$ cat src/rtl/cpu_pkg.sv
// Shared definitions for the multi-cycle CPU sequencer: opcodes, ALU codes,
// FSM states and instruction field positions.
package cpu_pkg;

  localparam logic [3:0] OP_NOP  = 4'h0;
  localparam logic [3:0] OP_ADD  = 4'h1;
  localparam logic [3:0] OP_SUB  = 4'h2;
  localparam logic [3:0] OP_AND  = 4'h3;
  localparam logic [3:0] OP_OR   = 4'h4;
  localparam logic [3:0] OP_XOR  = 4'h5;
  localparam logic [3:0] OP_LDI  = 4'h6;
  localparam logic [3:0] OP_MOV  = 4'h7;
  localparam logic [3:0] OP_JMP  = 4'h8;
  localparam logic [3:0] OP_BEQZ = 4'h9;
  localparam logic [3:0] OP_HALT = 4'hF;

  localparam logic [2:0] ALU_ADD = 3'd0;
  localparam logic [2:0] ALU_SUB = 3'd1;
  localparam logic [2:0] ALU_AND = 3'd2;
  localparam logic [2:0] ALU_OR  = 3'd3;
  localparam logic [2:0] ALU_XOR = 3'd4;

  localparam logic [1:0] WB_ALU = 2'd0;
  localparam logic [1:0] WB_IMM = 2'd1;
  localparam logic [1:0] WB_RS1 = 2'd2;

  localparam int OP_LSB  = 12;
  localparam int RD_LSB  = 9;
  localparam int RS1_LSB = 6;
  localparam int RS2_LSB = 3;
  localparam int IMM_LSB = 0;

  typedef enum logic [2:0] {
    S_FETCH, S_DECODE, S_EXEC, S_WB, S_HALTED
  } state_e;

endpackage

$ cat src/rtl/cpu_instr_decoder.sv
// Combinational instruction decoder: splits the IR into register indices,
// ALU op, write-back source and control flags.
module cpu_instr_decoder
  import cpu_pkg::*;
(
  input  logic [15:0] ir,
  output logic [2:0]  rs1,
  output logic [2:0]  rs2,
  output logic [2:0]  rd,
  output logic [2:0]  alu_op,
  output logic [1:0]  wb_sel,
  output logic        is_write,
  output logic        is_branch,
  output logic        is_jmp,
  output logic        is_halt,
  output logic        illegal
);

  logic [3:0] op;

  always_comb begin
    op        = ir[OP_LSB +: 4];
    rd        = ir[RD_LSB +: 3];
    rs1       = ir[RS1_LSB +: 3];
    rs2       = ir[RS2_LSB +: 3];
    alu_op    = ALU_ADD;
    wb_sel    = WB_ALU;
    is_write  = 1'b0;
    is_branch = 1'b0;
    is_jmp    = 1'b0;
    is_halt   = 1'b0;
    illegal   = 1'b0;
    case (op)
      OP_NOP: ;
      OP_ADD, OP_SUB, OP_AND, OP_OR, OP_XOR: begin
        is_write = 1'b1;
        alu_op   = op[2:0] - 3'd1;
      end
      OP_LDI: begin
        is_write = 1'b1;
        wb_sel   = WB_IMM;
      end
      OP_MOV: begin
        is_write = 1'b1;
        wb_sel   = WB_RS1;
      end
      OP_JMP:  is_jmp = 1'b1;
      OP_BEQZ: begin
        // BEQZ tests the register in the rd slot
        is_branch = 1'b1;
        rs1       = ir[RD_LSB +: 3];
      end
      OP_HALT: is_halt = 1'b1;
      default: illegal = 1'b1;
    endcase
  end

endmodule

$ cat src/rtl/cpu_control_unit.sv
// Multi-cycle FETCH/DECODE/EXEC/WB sequencer driving the register file,
// ALU op and instruction fetch; owns pc, ir and the write-back register.
module cpu_control_unit
  import cpu_pkg::*;
#(
  parameter int PC_W    = 8,
  parameter int INSTR_W = 16
) (
  input  logic               clk,
  input  logic               rst_n,
  output logic               imem_req,
  output logic [PC_W-1:0]    imem_addr,
  input  logic [INSTR_W-1:0] imem_rdata,
  input  logic               imem_valid,
  output logic [2:0]         rs1,
  output logic [2:0]         rs2,
  output logic [2:0]         rd,
  input  logic [7:0]         read_data1,
  input  logic [7:0]         read_data2,
  output logic [2:0]         alu_op,
  input  logic [7:0]         alu_result,
  output logic [7:0]         write_data,
  output logic               reg_write,
  output logic               halted,
  output logic               illegal
);

  state_e             state_q, state_d;
  logic [PC_W-1:0]    pc_q, pc_d;
  logic [INSTR_W-1:0] ir_q, ir_d;
  logic [7:0]         wb_q, wb_d;
  logic               run_q, run_d;

  logic [2:0] dec_rs1, dec_rs2, dec_rd, dec_alu_op;
  logic [1:0] dec_wb_sel;
  logic       dec_is_write, dec_is_branch, dec_is_jmp, dec_is_halt, dec_illegal;
  logic [7:0] imm8;

  cpu_instr_decoder u_dec (
    .ir        (ir_q[15:0]),
    .rs1       (dec_rs1),
    .rs2       (dec_rs2),
    .rd        (dec_rd),
    .alu_op    (dec_alu_op),
    .wb_sel    (dec_wb_sel),
    .is_write  (dec_is_write),
    .is_branch (dec_is_branch),
    .is_jmp    (dec_is_jmp),
    .is_halt   (dec_is_halt),
    .illegal   (dec_illegal)
  );

  assign imm8      = ir_q[IMM_LSB +: 8];
  assign imem_addr = pc_q;

  always_comb begin
    state_d    = state_q;
    pc_d       = pc_q;
    ir_d       = ir_q;
    wb_d       = wb_q;
    run_d      = 1'b1;
    imem_req   = 1'b0;
    rs1        = 3'd0;
    rs2        = 3'd0;
    rd         = 3'd0;
    alu_op     = 3'd0;
    write_data = 8'd0;
    reg_write  = 1'b0;
    halted     = 1'b0;
    illegal    = 1'b0;

    // indices and ALU op stay put for the whole DECODE..WB window
    if (state_q inside {S_DECODE, S_EXEC, S_WB}) begin
      rs1    = dec_rs1;
      rs2    = dec_rs2;
      rd     = dec_rd;
      alu_op = dec_alu_op;
    end

    case (state_q)
      S_FETCH: begin
        // run_q holds off the first request until one cycle after reset release
        imem_req = run_q;
        if (run_q && imem_valid) begin
          ir_d    = imem_rdata;
          pc_d    = pc_q + PC_W'(1);
          state_d = S_DECODE;
        end
      end
      S_DECODE: state_d = S_EXEC;
      S_EXEC: begin
        illegal = dec_illegal;
        case (dec_wb_sel)
          WB_IMM:  wb_d = imm8;
          WB_RS1:  wb_d = read_data1;
          default: wb_d = alu_result;
        endcase
        if (dec_is_jmp || (dec_is_branch && read_data1 == 8'd0))
          pc_d = PC_W'(imm8);
        state_d = dec_is_halt ? S_HALTED : S_WB;
      end
      S_WB: begin
        reg_write  = dec_is_write;
        write_data = dec_is_write ? wb_q : 8'd0;
        state_d    = S_FETCH;
      end
      S_HALTED: halted = 1'b1;
      default:  state_d = S_FETCH;
    endcase
  end

  always_ff @(posedge clk or negedge rst_n) begin
    if (!rst_n) begin
      state_q <= S_FETCH;
      pc_q    <= '0;
      ir_q    <= '0;
      wb_q    <= '0;
      run_q   <= 1'b0;
    end else begin
      state_q <= state_d;
      pc_q    <= pc_d;
      ir_q    <= ir_d;
      wb_q    <= wb_d;
      run_q   <= run_d;
    end
  end

endmodule

$ cat config.mk
export PLATFORM = sky130hd
export DESIGN_NAME = cpu_control_unit
export DESIGN_NICKNAME = d
export VERILOG_FILES = /design/src/rtl/cpu_pkg.sv /design/src/rtl/cpu_instr_decoder.sv /design/src/rtl/cpu_control_unit.sv
export SDC_FILE = /design/constraint.sdc
export NUM_CORES = 1
export LEC_CHECK = 0
export CORE_MARGIN = 3
export CORE_UTILIZATION = 40
export CTS_CLUSTER_SIZE = 10
export DETAILED_ROUTE_END_ITERATION = 7
export PLACE_DENSITY = 0.72
export SYNTH_ARGS = -nofsm -noshare
export SYNTH_HDL_FRONTEND = slang
export SYNTH_SLANG_ARGS = --single-unit
$ cat constraint.sdc
create_clock -name clk -period 3.3 [get_ports clk]
set_input_delay 0.66 -clock clk [delete_from_list [all_inputs] [get_ports clk]]
set_output_delay 0.66 -clock clk [all_outputs]
set_load 0.03 [all_outputs]
---- Yosys cells after proc, flatten, opt, wreduce, memory -nomap -nowiden ----
Index checks and enable logic that the tools add are counted.
storage, ports and cells
  register bits ........................... 36
  bits of input ports ..................... 43
cells by class
  $add $sub $neg .......................... 2
  equality and inequality tests ........... 18
  multiplexer cells ....................... 25
  bitwise logic cells ..................... 1
  reduce and logical (&&, ||, !) cells .... 14
operators with widths
  kind                                               number
  two-way mux 8 bit                                  4
  case mux 8 bit (2 select lines)                    2
  two-way mux 3 bit                                  8
  == test 4 x 3 -> 1 bit (second input constant)     4
  == test 4 bit (second input constant)              3
  case mux 3 bit (4 select lines)                    1
  OR reduction 11 bit                                1
  two-way mux 1 bit                                  9
  adder 8 x 1 -> 8 bit (second input constant)       1
  == test 4 x 2 -> 1 bit (second input constant)     2
  logical NOT 8 bit                                  1
  OR reduction 7 bit                                 1
  == test 3 x 2 -> 1 bit (second input constant)     2
  OR reduction 5 bit                                 1
  == test 4 x 1 -> 1 bit (second input constant)     1
  logical NOT 4 bit                                  1
  case mux 2 bit (2 select lines)                    1
  AND reduction 2 bit                                2
  == test 3 x 1 -> 1 bit (second input constant)     1
  == test 3 bit (second input constant)              1
  logical NOT 3 bit                                  1
  AND reduction 3 bit                                1
  nonzero test 3 bit                                 1
  subtractor 3 x 1 -> 3 bit (second input constant)  1
  other kinds (8)                                    9

---- Depth between registers and ports, before layout ----
  depth after elaboration ................. 6
  depth in mapped cells ................... 11
  depth with buffers taken out ............ 10

---- Hierarchy ----
A second synthesis with hierarchy kept.
unflattened totals
  cells, all modules ...................... 263
  area, all modules ....................... 2263.4 µm²
modules (own cells, without submodules)
  module             instances  cells each  area each (µm²)  seq. area each (µm²)
  cpu_control_unit   1          227         1960.6           900.9
  cpu_instr_decoder  1          36          302.8            0.0

---- Least setup slack after synthesis ----
Ideal clock, no wire load.
  kind .................................... register to output
  from .................................... reg ir_q[12]
  to ...................................... out write_data[0]
  arrival ................................. 2.496 ns
  required time ........................... 2.640 ns
  setup slack ............................. 0.144 ns
  cell stages (with the launch flop) ...... 6
  buffers on the path ..................... 0
  cell sequence ........................... dfrtp_1 inv_1 ha_1 a2111oi_0 nor4_1 and2_1
between the ends
  word-level cells in the longest chain between the ends .. 5
RTL lines
  item                                            RTL line                 text
  start, declared                                 cpu_control_unit.sv:30   logic [INSTR_W-1:0] ir_q, ir_d;
  start signal, assigned                          cpu_control_unit.sv:122  ir_q <= ir_d;
  == test 4 x 1 -> 1 bit (tied with other cells)  cpu_instr_decoder.sv:33  case (op)
  OR reduction 7 bit (no line) *                  --
  two-way mux 1 bit *                             cpu_instr_decoder.sv:33
  two-way mux 8 bit *                             cpu_control_unit.sv:104  write_data = dec_is_write ? wb_q : 8'd0;
  two-way mux 8 bit *                             cpu_control_unit.sv:80   case (state_q)
  end, declared                                   cpu_control_unit.sv:22   output logic [7:0] write_data,
Every way passes the cells marked *; elsewhere a longest branch is shown, timed or not.

---- Final worst setup path ----
  from .................................... reg ir_q[12]
  to ...................................... out reg_write
between the ends
  word-level cells in the longest chain between the ends .. 4
RTL lines
  item                                            RTL line                 text
  == test 4 x 1 -> 1 bit (tied with other cells)  cpu_instr_decoder.sv:33
  OR reduction 7 bit (no line) *                  --
  two-way mux 1 bit *                             cpu_instr_decoder.sv:33
  two-way mux 1 bit *                             cpu_control_unit.sv:80
  end, declared                                   cpu_control_unit.sv:23   output logic reg_write,
Marks and branches as above.

==> results.json <==
{
  "status": "finished clean",
  "reg2reg_setup_slack_ns": 1.08,
  "ff2ff_path_depth": 6,
  "drtPass1Iterations": 4,
  "crit_buf_inv": 3,
  "place_area_mm2": 0.00283,
  "switchingPower_mw": 1.38,
  "fp.dieH_um": 79.2,
  "fmaxAchievable_ghz": 0.332,
  "cts_sinks": 36,
  "overflow": 0,
  "tightest_slew_ns": 0.953,
  "crit_required_ns": 2.64,
  "die_x_um": 79.2,
  "slew_viol_final": 0,
  "min_path_cells": 2,
  "clockBufferDepth": 2,
  "synthFlopType": "dfrtp_1",
  "io_buffers": 66,
  "slew_headroom_pct": 36.2,
  "internal_power_mw": 1.82,
  "cts_tree": "built",
  "grt_max_degree": 37,
  "area_growth_pct": 41.4,
  "worst-path-max-fanout": 9,
  "syn_inst": 233,
  "synthArstFlopShare_pct": 100,
  "hold_buffers": 0,
  "seqPwrFrac_pct": 28.4,
  "vias": 1890,
  "worst_r2r_endpoint": "imem_addr[1]",
  "gp_congestion": 0.867,
  "antenna_left": 0,
  "yosys-top-cells-area": "dfrtp_1, mux2_2, ha_1",
  "detail_route.iter0.violations": 102,
  "place_inst": 354,
  "powerDensity_mw_per_mm2": 1060,
  "ys_ff_latch": 36,
  "maxCapViolations": 0,
  "routed_wl_um": 5490,
  "yosysSeqAreaShare_pct": 42.1,
  "fin_util_pct": 58.9,
  "reg2reg_from": "ir_q[13]",
  "htree_levels": 2,
  "finalPower_mw": 3.20,
  "hold_class": "register to register",
  "yosysMostFrequentCell": "dfrtp_1",
  "synth_top_area_share_pct": 42.1,
  "min_from": "wb_q[6]",
  "core_area_mm2": 0.00514,
  "insertion_delay_ns": 0.29,
  "initial_utilization_pct": 41.7,
  "tns_ns": 0,
  "track_usage_pct": 18.9,
  "swShare_pct": 43.2,
  "drc": 0,
  "slowest_stage": "clkdlybuf4s50_1",
  "fin_worst_skew_ns": 0.00430,
  "fin_area_mm2": 0.00303,
  "setup_viol_count_final": 0,
  "nets": 343,
  "cts.clk_slew.worst_paths_ns": 0.07,
  "synth.net_count": 284,
  "yosysWarnings": 0,
  "num-fill-cells": 475,
  "crit_family": "buffers and inverters",
  "p_leak_nw": 1.37,
  "placementRows": 26,
  "die_area_mm2": 0.00627,
  "hold_slack_ns": 0.471,
  "hold_end": "wb_q[6]",
  "period_needed_ns": 3.01,
  "cts_root_buffer": "clkbuf_8",
  "stdcell_count": 363,
  "grt_pass1_vias": 1906,
  "avgSynthCellArea_um2": 9.19,
  "crit_chain": "inv_1 > ha_1 > a2111oi_2 > nor4_2 > buf_4 > clkdlybuf4s50_1",
  "cp_slowest_stage_delay_ns": 0.59,
  "vias_per_cell": 5.21,
  "yosys.cell_types.count": 44,
  "p_clk_share_pct": 17.0,
  "critPathLaunchType": "register",
  "grt_setup_unrepaired": "no",
  "antenna_found_initial": 0,
  "setup_ws_ns": 0.291,
  "drive_gt1_share_pct": 11.3,
  "routedWlPerCell_um": 15.1,
  "cts_made_buffers": 5,
  "arrival_ns": 2.35,
  "vdd_drop_max_mv": 0.580,
  "synth_commonest_cells": "dfrtp_1, nor2_1, nand2_1, o21ai_0, and2_1",
  "grt_pass1_wl_um": 9230,
  "synth_edf_count": 0,
  "hpwl_um": 3960,
  "combPwrFrac_pct": 54.6,
  "finalCritPeriodShare_pct": 91.2,
  "crit_type": "register to output port",
  "ios": 75,
  "final-hold-violation-count": 0,
  "synth_area_leader_cell": "dfrtp_1",
  "crit_path_end_kind": "output port",
  "syn_area_mm2": 0.00214,
  "num_antenna_cells": 0,
  "dp_slack_ns": -0.0119
}
## worst reg2reg max path, delay by kind of cell (launching register included)
kind | cells | cell delay, ns
and+or+nand+nor | 1 | 0.21
buffers and inverters | 1 | 0.12
muxes | 1 | 0.33
AOI/OAI and AO/OA | 2 | 0.82
DFF | 1 | 0.40
adders and majority gates | 1 | 0.23
## power groups by stage
stage	Clock, mW	Combinational (mW)	Sequential, mW
floorplan	0	1.18	0.878
finish	0.544	1.75	0.911
CTS	0.554	1.75	0.903
global placement	0	1.71	0.900
detailed placement	0	1.74	0.909
global route	0.576	1.91	0.945
## logic make-up (layout without fill, tap and decap cells)
family / count (synthesis) / count (layout) / synth area share, %
AOI/OAI and AO/OA: 60 / 60 / 18.6
xor gates and xnor gates: 1 / 1 / 0.409
adders and majority gates: 8 / 8 / 4.67
buffers and inverters: 24 / 84 / 4.91
DFF: 36 / 36 / 42.1
muxes: 17 / 17 / 8.94
other: 1 / 1 / 0.175
and+or+nand+nor: 86 / 86 / 20.2
## repair_timing
item | in CTS | in global routing
buffers inserted | 1 | 0
resized for setup | 1 | 10
pin swaps | 1 | 0
endpoints found under the setup margin | 9 | 9
cloned | 0 | 0
## routing by layer
metal	up-vias	track usage (%)	routed length, um	share of wire [%]
li1	935	-	-	-
met1	896	23.7	2520	46
met2	54	31.2	2580	47
met3	5	6.12	330	6.0
met4	0	5.15	57	1.0
met5	-	0	0	0
## layout by cell type, fill, tap and decap left out, types with 2 or more instances in the layout
master           instances
nand3b_1                 3
nand4_1                  2
dfrtp_1                 36
o21ai_0                 16
clkbuf_8                 5
nand3_1                  4
clkdlybuf4s50_1         58
a31oi_1                  2
and2_1                  15
mux2_2                  13
mux2i_1                  3
a2bb2oi_1                6
and3_1                   2
or4_1                    2
or2_2                    2
a21oi_1                 12
nor2_1                  25
a211oi_1                 6
nand2_1                 23
inv_1                    6
dlymetal6s2s_1           8
ha_1                     8
bufinv_16                3
buf_4                    4
o22ai_1                  2
a22oi_1                  8
## area by class of cell
class	count	area [um^2]	area share (%)
sequential	36	901	29.7
inverter	6	22.5	0.743
tap	70	87.6	2.89
timing repair buffer	70	711	23.5
multi-input combinational	173	1150	37.9
clock buffer	5	68.8	2.27
clock inverter	3	90.1	2.97
## worst max-delay path by stage
stage                     slack, ns  cells after the start  startpoint       endpoint
after floorplan                0.14                      5    ir_q[12]  write_data[0]
after global placement         0.07                      6    ir_q[12]  write_data[6]
after detailed placement      -0.01                      6    ir_q[12]  write_data[4]
after CTS                      0.01                      7    ir_q[12]  write_data[4]
after global routing           0.13                      7    ir_q[12]      alu_op[2]
final                          0.29                      6    ir_q[12]      reg_write
## flip-flops by register name, indices dropped and copies added, names as in the netlist
register,cells
imem_addr,8
ir_q,16
run_q,1
state_q,3
wb_q,8
No activity file was read; power rests on OpenSTA's default activity.
